$ cat src/rtl/util_dac_sample_buf.sv
// Elastic TX sample buffer between util_fir_int and the DAC: FIFO, fixed-rate strobe, sticky status.
// Optional macro UTIL_DAC_SAMPLE_BUF_HOLD_LAST_EN: underrun repeats the last popped sample.
module util_dac_sample_buf #(
  parameter int unsigned DEPTH_LOG2 = 4,
  parameter int unsigned RATE_DIV   = 8,
  parameter int unsigned PREFILL    = 4,
  parameter int unsigned HIGH_WM    = 12
) (
  input  logic                  aclk,
  input  logic                  reset,
  input  logic                  enable,
  input  logic                  in_valid,
  input  logic [15:0]           in_ch0,
  input  logic [15:0]           in_ch1,
  output logic                  dac_read,
  output logic                  dac_valid,
  output logic [15:0]           dac_data_0,
  output logic [15:0]           dac_data_1,
  output logic [DEPTH_LOG2:0]   level,
  output logic                  underflow,
  output logic                  overflow,
  input  logic                  clr_status
);

  localparam int unsigned Depth   = 2 ** DEPTH_LOG2;
  localparam int unsigned RateMax = RATE_DIV - 1;

  localparam logic [DEPTH_LOG2:0]   LvlFull    = Depth[DEPTH_LOG2:0];
  localparam logic [DEPTH_LOG2:0]   LvlPrefill = PREFILL[DEPTH_LOG2:0];
  localparam logic [DEPTH_LOG2:0]   LvlHighWm  = HIGH_WM[DEPTH_LOG2:0];
  localparam logic [DEPTH_LOG2:0]   LvlOne     = 1;
  localparam logic [DEPTH_LOG2-1:0] PtrOne     = 1;
  localparam logic [7:0]            CntMax     = RateMax[7:0];

  typedef enum logic [1:0] {StIdle, StPrefill, StRun, StUnderrun} state_e;

  state_e                  state_q, state_d;
  logic [7:0]              cnt_q, cnt_d;
  logic [DEPTH_LOG2:0]     level_q, level_d;
  logic [DEPTH_LOG2-1:0]   wr_ptr_q, rd_ptr_q;
  logic [31:0]             mem_q [Depth];
  logic [31:0]             rd_data, urun_data, data_q;
  logic                    valid_q, uf_q, of_q, uf_d, of_d;
  logic                    full, empty, active, strobe, pop, push, emit, under_evt, ovf_evt;

  assign rd_data = mem_q[rd_ptr_q];

`ifdef UTIL_DAC_SAMPLE_BUF_HOLD_LAST_EN
  logic [31:0] last_q;

  always_ff @(posedge aclk) begin
    if (reset || !enable) begin
      last_q <= '0;
    end else if (pop) begin
      last_q <= rd_data;
    end
  end

  assign urun_data = last_q;
`else
  assign urun_data = '0;
`endif

  always_comb begin
    full      = (level_q == LvlFull);
    empty     = (level_q == '0);
    active    = (state_q == StRun) || (state_q == StUnderrun);
    strobe    = (state_q != StIdle) && (cnt_q == CntMax);
    emit      = enable && strobe && active;
    pop       = emit && (state_q == StRun) && !empty;
    under_evt = emit && empty;
    // A pop on the same edge frees the slot, so a write at full is still accepted.
    push      = enable && in_valid && (!full || pop);
    ovf_evt   = enable && in_valid && full && !pop;

    level_d = level_q;
    case ({push, pop})
      2'b10:   level_d = level_q + LvlOne;
      2'b01:   level_d = level_q - LvlOne;
      default: level_d = level_q;
    endcase

    uf_d = under_evt ? 1'b1 : (clr_status ? 1'b0 : uf_q);
    of_d = ovf_evt   ? 1'b1 : (clr_status ? 1'b0 : of_q);

    state_d = state_q;
    cnt_d   = cnt_q;
    if (state_q != StIdle) begin
      cnt_d = (cnt_q == CntMax) ? '0 : cnt_q + 8'd1;
    end
    case (state_q)
      StIdle:    state_d = StPrefill;
      StPrefill: begin
        if (level_q >= LvlPrefill) begin
          state_d = StRun;
          cnt_d   = '0;
        end
      end
      StRun:      if (under_evt) state_d = StUnderrun;
      StUnderrun: if (level_q >= LvlPrefill) state_d = StRun;
      default:    state_d = StIdle;
    endcase
    if (!enable) begin
      state_d = StIdle;
      cnt_d   = '0;
    end
  end

  always_ff @(posedge aclk) begin
    if (push) begin
      mem_q[wr_ptr_q] <= {in_ch1, in_ch0};
    end
  end

  always_ff @(posedge aclk) begin
    if (reset) begin
      state_q  <= StIdle;
      cnt_q    <= '0;
      level_q  <= '0;
      wr_ptr_q <= '0;
      rd_ptr_q <= '0;
      valid_q  <= 1'b0;
      data_q   <= '0;
      uf_q     <= 1'b0;
      of_q     <= 1'b0;
    end else begin
      state_q <= state_d;
      cnt_q   <= cnt_d;
      valid_q <= emit;
      uf_q    <= uf_d;
      of_q    <= of_d;
      if (!enable) begin
        level_q  <= '0;
        wr_ptr_q <= '0;
        rd_ptr_q <= '0;
      end else begin
        level_q <= level_d;
        if (push) wr_ptr_q <= wr_ptr_q + PtrOne;
        if (pop)  rd_ptr_q <= rd_ptr_q + PtrOne;
      end
      if (pop) begin
        data_q <= rd_data;
      end else if (emit) begin
        data_q <= urun_data;
      end
    end
  end

  assign dac_read   = enable && (state_q != StIdle) && (level_q < LvlHighWm);
  assign dac_valid  = valid_q;
  assign dac_data_1 = data_q[31:16];
  assign dac_data_0 = data_q[15:0];
  assign level      = level_q;
  assign underflow  = uf_q;
  assign overflow   = of_q;

endmodule
$ cat config.mk
export PLATFORM = sky130hd
export DESIGN_NAME = util_dac_sample_buf
export DESIGN_NICKNAME = d
export VERILOG_FILES = /design/src/rtl/util_dac_sample_buf.sv
export SDC_FILE = /design/constraint.sdc
export NUM_CORES = 1
export LEC_CHECK = 0
export ABC_AREA = 1
export CAP_MARGIN = 15
export CORE_ASPECT_RATIO = 0.75
export CORE_MARGIN = 1.5
export CORE_UTILIZATION = 60
export CTS_BUF_LIST = sky130_fd_sc_hd__clkbuf_4 sky130_fd_sc_hd__clkbuf_8 sky130_fd_sc_hd__clkbuf_16
export DETAILED_ROUTE_END_ITERATION = 10
export DONT_BUFFER_PORTS = 1
export PLACE_DENSITY_LB_ADDON = 0.1
export SYNTH_ARGS = -nofsm -noshare
export SYNTH_HDL_FRONTEND = slang
export SYNTH_SLANG_ARGS = --single-unit
$ cat constraint.sdc
create_clock -name aclk -period 3.6 [get_ports aclk]
set_input_delay 0.18 -clock aclk [delete_from_list [all_inputs] [get_ports aclk]]
set_output_delay 0.18 -clock aclk [all_outputs]
set_load 0.02 [all_outputs]
==> summary.md <==
| Metric | Value |
|---|---|
| TritonCTS Sinks | `approximately 570` |
| Startpoint Class | `flip-flop` |
| Static Leak | `8.66 nW` |
| Primary FF master, synth | `edfxtp_1` |
| Ranking of synthesized cells by area | `edfxtp_1 (68%), nand2_1 (8.2%), a21oi_1 (6.2%), dfxtp_1 (5.5%), a22oi_1 (2.1%)` |
| Dpl cells | `2221` |
| Post-synth top area cell | `edfxtp_1` |
| Starting Density | `between 60% and 70%` |
| Area share of the largest cell type after synthesis | `roughly 68%` |
| Worst Path Arrival | `3.43 ns` |
| Boundary Pins | `78` |
| Site Rows | `61` |
| CTS buffer count | `53` |
| Flop pwr share | `a little over half` |
| Final min period | `around 2.9 ns` |
| Initial DRC count | `around 1700` |
| Worst-Skew Late Latency | `about 0.6 ns` |
| Pre-CTS WS | `just over 0.8 ns` |
| Initial antenna violation count | `8` |
| Final setup TNS | `0 ns` |
| Detail Route Antenna Nets | `0` |
| Slew @ Worst Pin | `1.11 ns` |
| Pint | `approximately 11 mW` |
| Crit path capture type | `flip-flop` |
| Crit path required time | `4.13 ns` |
| Fin. Hold Viols | `0` |
| Switching Share | `between 10% and 20%` |
| GR Util met3 | `under 10%` |
| Yosys warns | `0` |
| H-tree depth | `2` |
| FMAX | `0.344 GHz` |
| Post-Syn Instances | `1792` |
| Routability Congestion | `0.803` |
| Met1 Track Usage GR | `about 45%` |
| Layout cells sized above 1 | `under 10%` |
| Pin count of the biggest net entering global routing | `around 120` |
| Die Span Y | `171 um` |
| Synth-to-Final Area Change | `13.0%` |
| First-pass iteration count of the detailed router | `7` |
| Clk pwr share | `a little over two fifths` |
| Die width | `~230 um` |
| Syn Nets | `roughly 1800` |
| RSZ-0062 raised after global routing | `no` |
| Vias in the first global route | `13600` |
| Hold WC Path Type | `in2reg` |
| Cell area after synthesis | `between 20000 and 25000 um2` |
| Global-route wire length before repair | `around 83000 um` |
| Worst-path fanout max | `78` |
| Relative slew slack | `26.0%` |
| Fin cells | `between 2000 and 2500` |
| DRC Markers | `0` |
| Status | `finished, final reports clean` |
| Final setup fails | `0` |
| Seq/Total Area, Yosys | `approximately 74%` |
| Vias | `14600` |
| Post-synth top cells | `edfxtp_1 (512), nand2_1 (496), a21oi_1 (282)` |
| Busiest grt layer | `met1` |
| Post-synthesis cell type count | `39` |
| Final Util | `approximately 69%` |
| Clock Skew | `roughly 0.021 ns` |
| VDD IR max | `roughly 0.00038 V` |
| Buffers on Ports | `0` |
| Overall power | `between 10 and 15 mW` |
| Post-synth EDFFs | `~500` |
| Max Cap Viol | `0` |
| Die footprint | `between 30000 and 40000 um2` |
| Asr flop ratio synth | `0%` |
| Most common cell in the netlist | `edfxtp_1` |
| Logic gate share of total power | `~1.7%` |
| CTS max path bufs | `3` |
| Final net count | `approximately 1900` |
| Pwr dens | `519 nW/um2` |
| Worst-path clk slew | `about 0.070 ns` |
| Overall routing resource usage | `between 20 and 30%` |
| Wire per inst | `23.6 um` |
| Psw | `between 2 and 3 mW` |
| Core area | `roughly 37000 um2` |
| Post-Syn Area per Cell | `approximately 13 um2` |
| Crit Path Class | `reg2reg` |
| Period utilization | `80.7%` |
| Post-CTS Setup Bufs | `0` |
| CTS Root Cell | `clkbuf_16` |
| CTS tree | `done` |
| Via density | `6.16` |
| Yosys reg bits | `574` |
| WL final | `approximately 56000 um` |
| Post-DP HPWL | `~31000 um` |
| M2 GR Usage | `a little over two fifths` |
| Total congestion overflow | `0` |
| Pins Over Slew Limit | `0` |
| Worst Setup Slack, final | `0.696 ns` |
==> cells by family (layout without fill, tap and decap cells) <==
group                      after synthesis  after routing  synth area share, %
and+or+nand+nor                        604            604                 10.7
adders and majority gates                7              7                0.387
xor gates and xnor gates                 2              2               0.0775
other                                    0              5                    0
buffers and inverters                  156            217                 3.13
DFF                                    574            574                 73.5
AOI/OAI and AO/OA                      449            449                 12.2
==> cell usage in the layout (no fill, tap or decap), drive strengths merged, types with 3 or more instances in the layout <==
cell	Yosys	routed
clkbuf	30	63
buf	86	42
nor3	7	7
bufinv	0	7
a22oi	64	64
a21oi	282	282
nand3	47	47
ha	7	7
o21ai	11	11
o311ai	40	40
edfxtp	512	512
clkinv	1	28
a32o	24	24
diode	0	5
dlygate4sd3	0	35
nand2	499	499
inv	39	40
o211ai	24	24
nor2	45	45
dfxtp	62	62
nor3b	3	3
==> sequential cells by signal, summed over array words and instances (netlist names), named ones only <==
register / flops
data_q: 32
cnt_q: 8
underflow: 1
dac_valid: 1
level: 5
overflow: 1
wr_ptr_q: 4
state_q: 2
mem_q: 512
rd_ptr_q: 4
==> final timing paths <==
kind,startpoint,endpoint,slack [ns],cells after the start
max,flip-flop,data_q[27]$_SDFFE_PP0P_,0.70,9
min,enable,wr_ptr_q[3]$_SDFFE_PP0P_,0.03,4
max reg2reg,flip-flop,data_q[27]$_SDFFE_PP0P_,0.70,9
min reg2reg,rd_ptr_q[3]$_SDFFE_PP0P_,flip-flop,0.46,2
==> area by class of cell <==
class / count / area, um2
Tap cell: 504 / 631
Multi-Input combinational cell: 1062 / 5400
Timing Repair Buffer: 77 / 911
Fill cell: 2645 / 11600
Inverter: 40 / 158
Antenna cell: 5 / 12.5
Clock inverter: 37 / 362
Clock buffer: 63 / 1440
Sequential cell: 574 / 16600
==> power by group through the flow <==
stage	registers (mW)	clock network (mW)	logic (mW)
detailed placement	7.43	0	0.0922
floorplan	7.43	0	0.0661
global placement	7.42	0	0.0900
global route	7.28	6.08	0.244
CTS	7.28	5.83	0.225
finish	7.28	5.76	0.226
==> metal layers <==
layer  wire length (um)  vias up  share of wire (%)
met4               1140        6                2.0
met2              24900      712                 45
li1                   -     6617                  -
met1              24200     7144                 43
met3               5480       80                9.8
met5                 42        -              0.075
==> critical path, cell delays in order, from the launching register on <==
cell	delay, ns
dfxtp_4	0.50
inv_6	0.55
buf_4	0.33
nand2_1	0.08
a22oi_1	0.22
nand2_1	0.08
o311ai_1	0.17
nand3_1	0.17
a21oi_1	0.15
dlygate4sd3_1	0.56
==> what timing repair did <==
item	in CTS	in global routing
hold buffers	36	0
gates resized for setup	0	0
hold endpoints to repair	554	0
==> through the flow <==
stage	cell area (um2)	hold slack, ns
2_1_floorplan	22600	0.279
3_3_place_gp	23300	0.256
3_5_place_dp	23300	0.255
4_1_cts	25500	0.0257
5_1_grt	25500	0.0555
6_report	25500	0.0336
(Power assumes the default switching activity.)
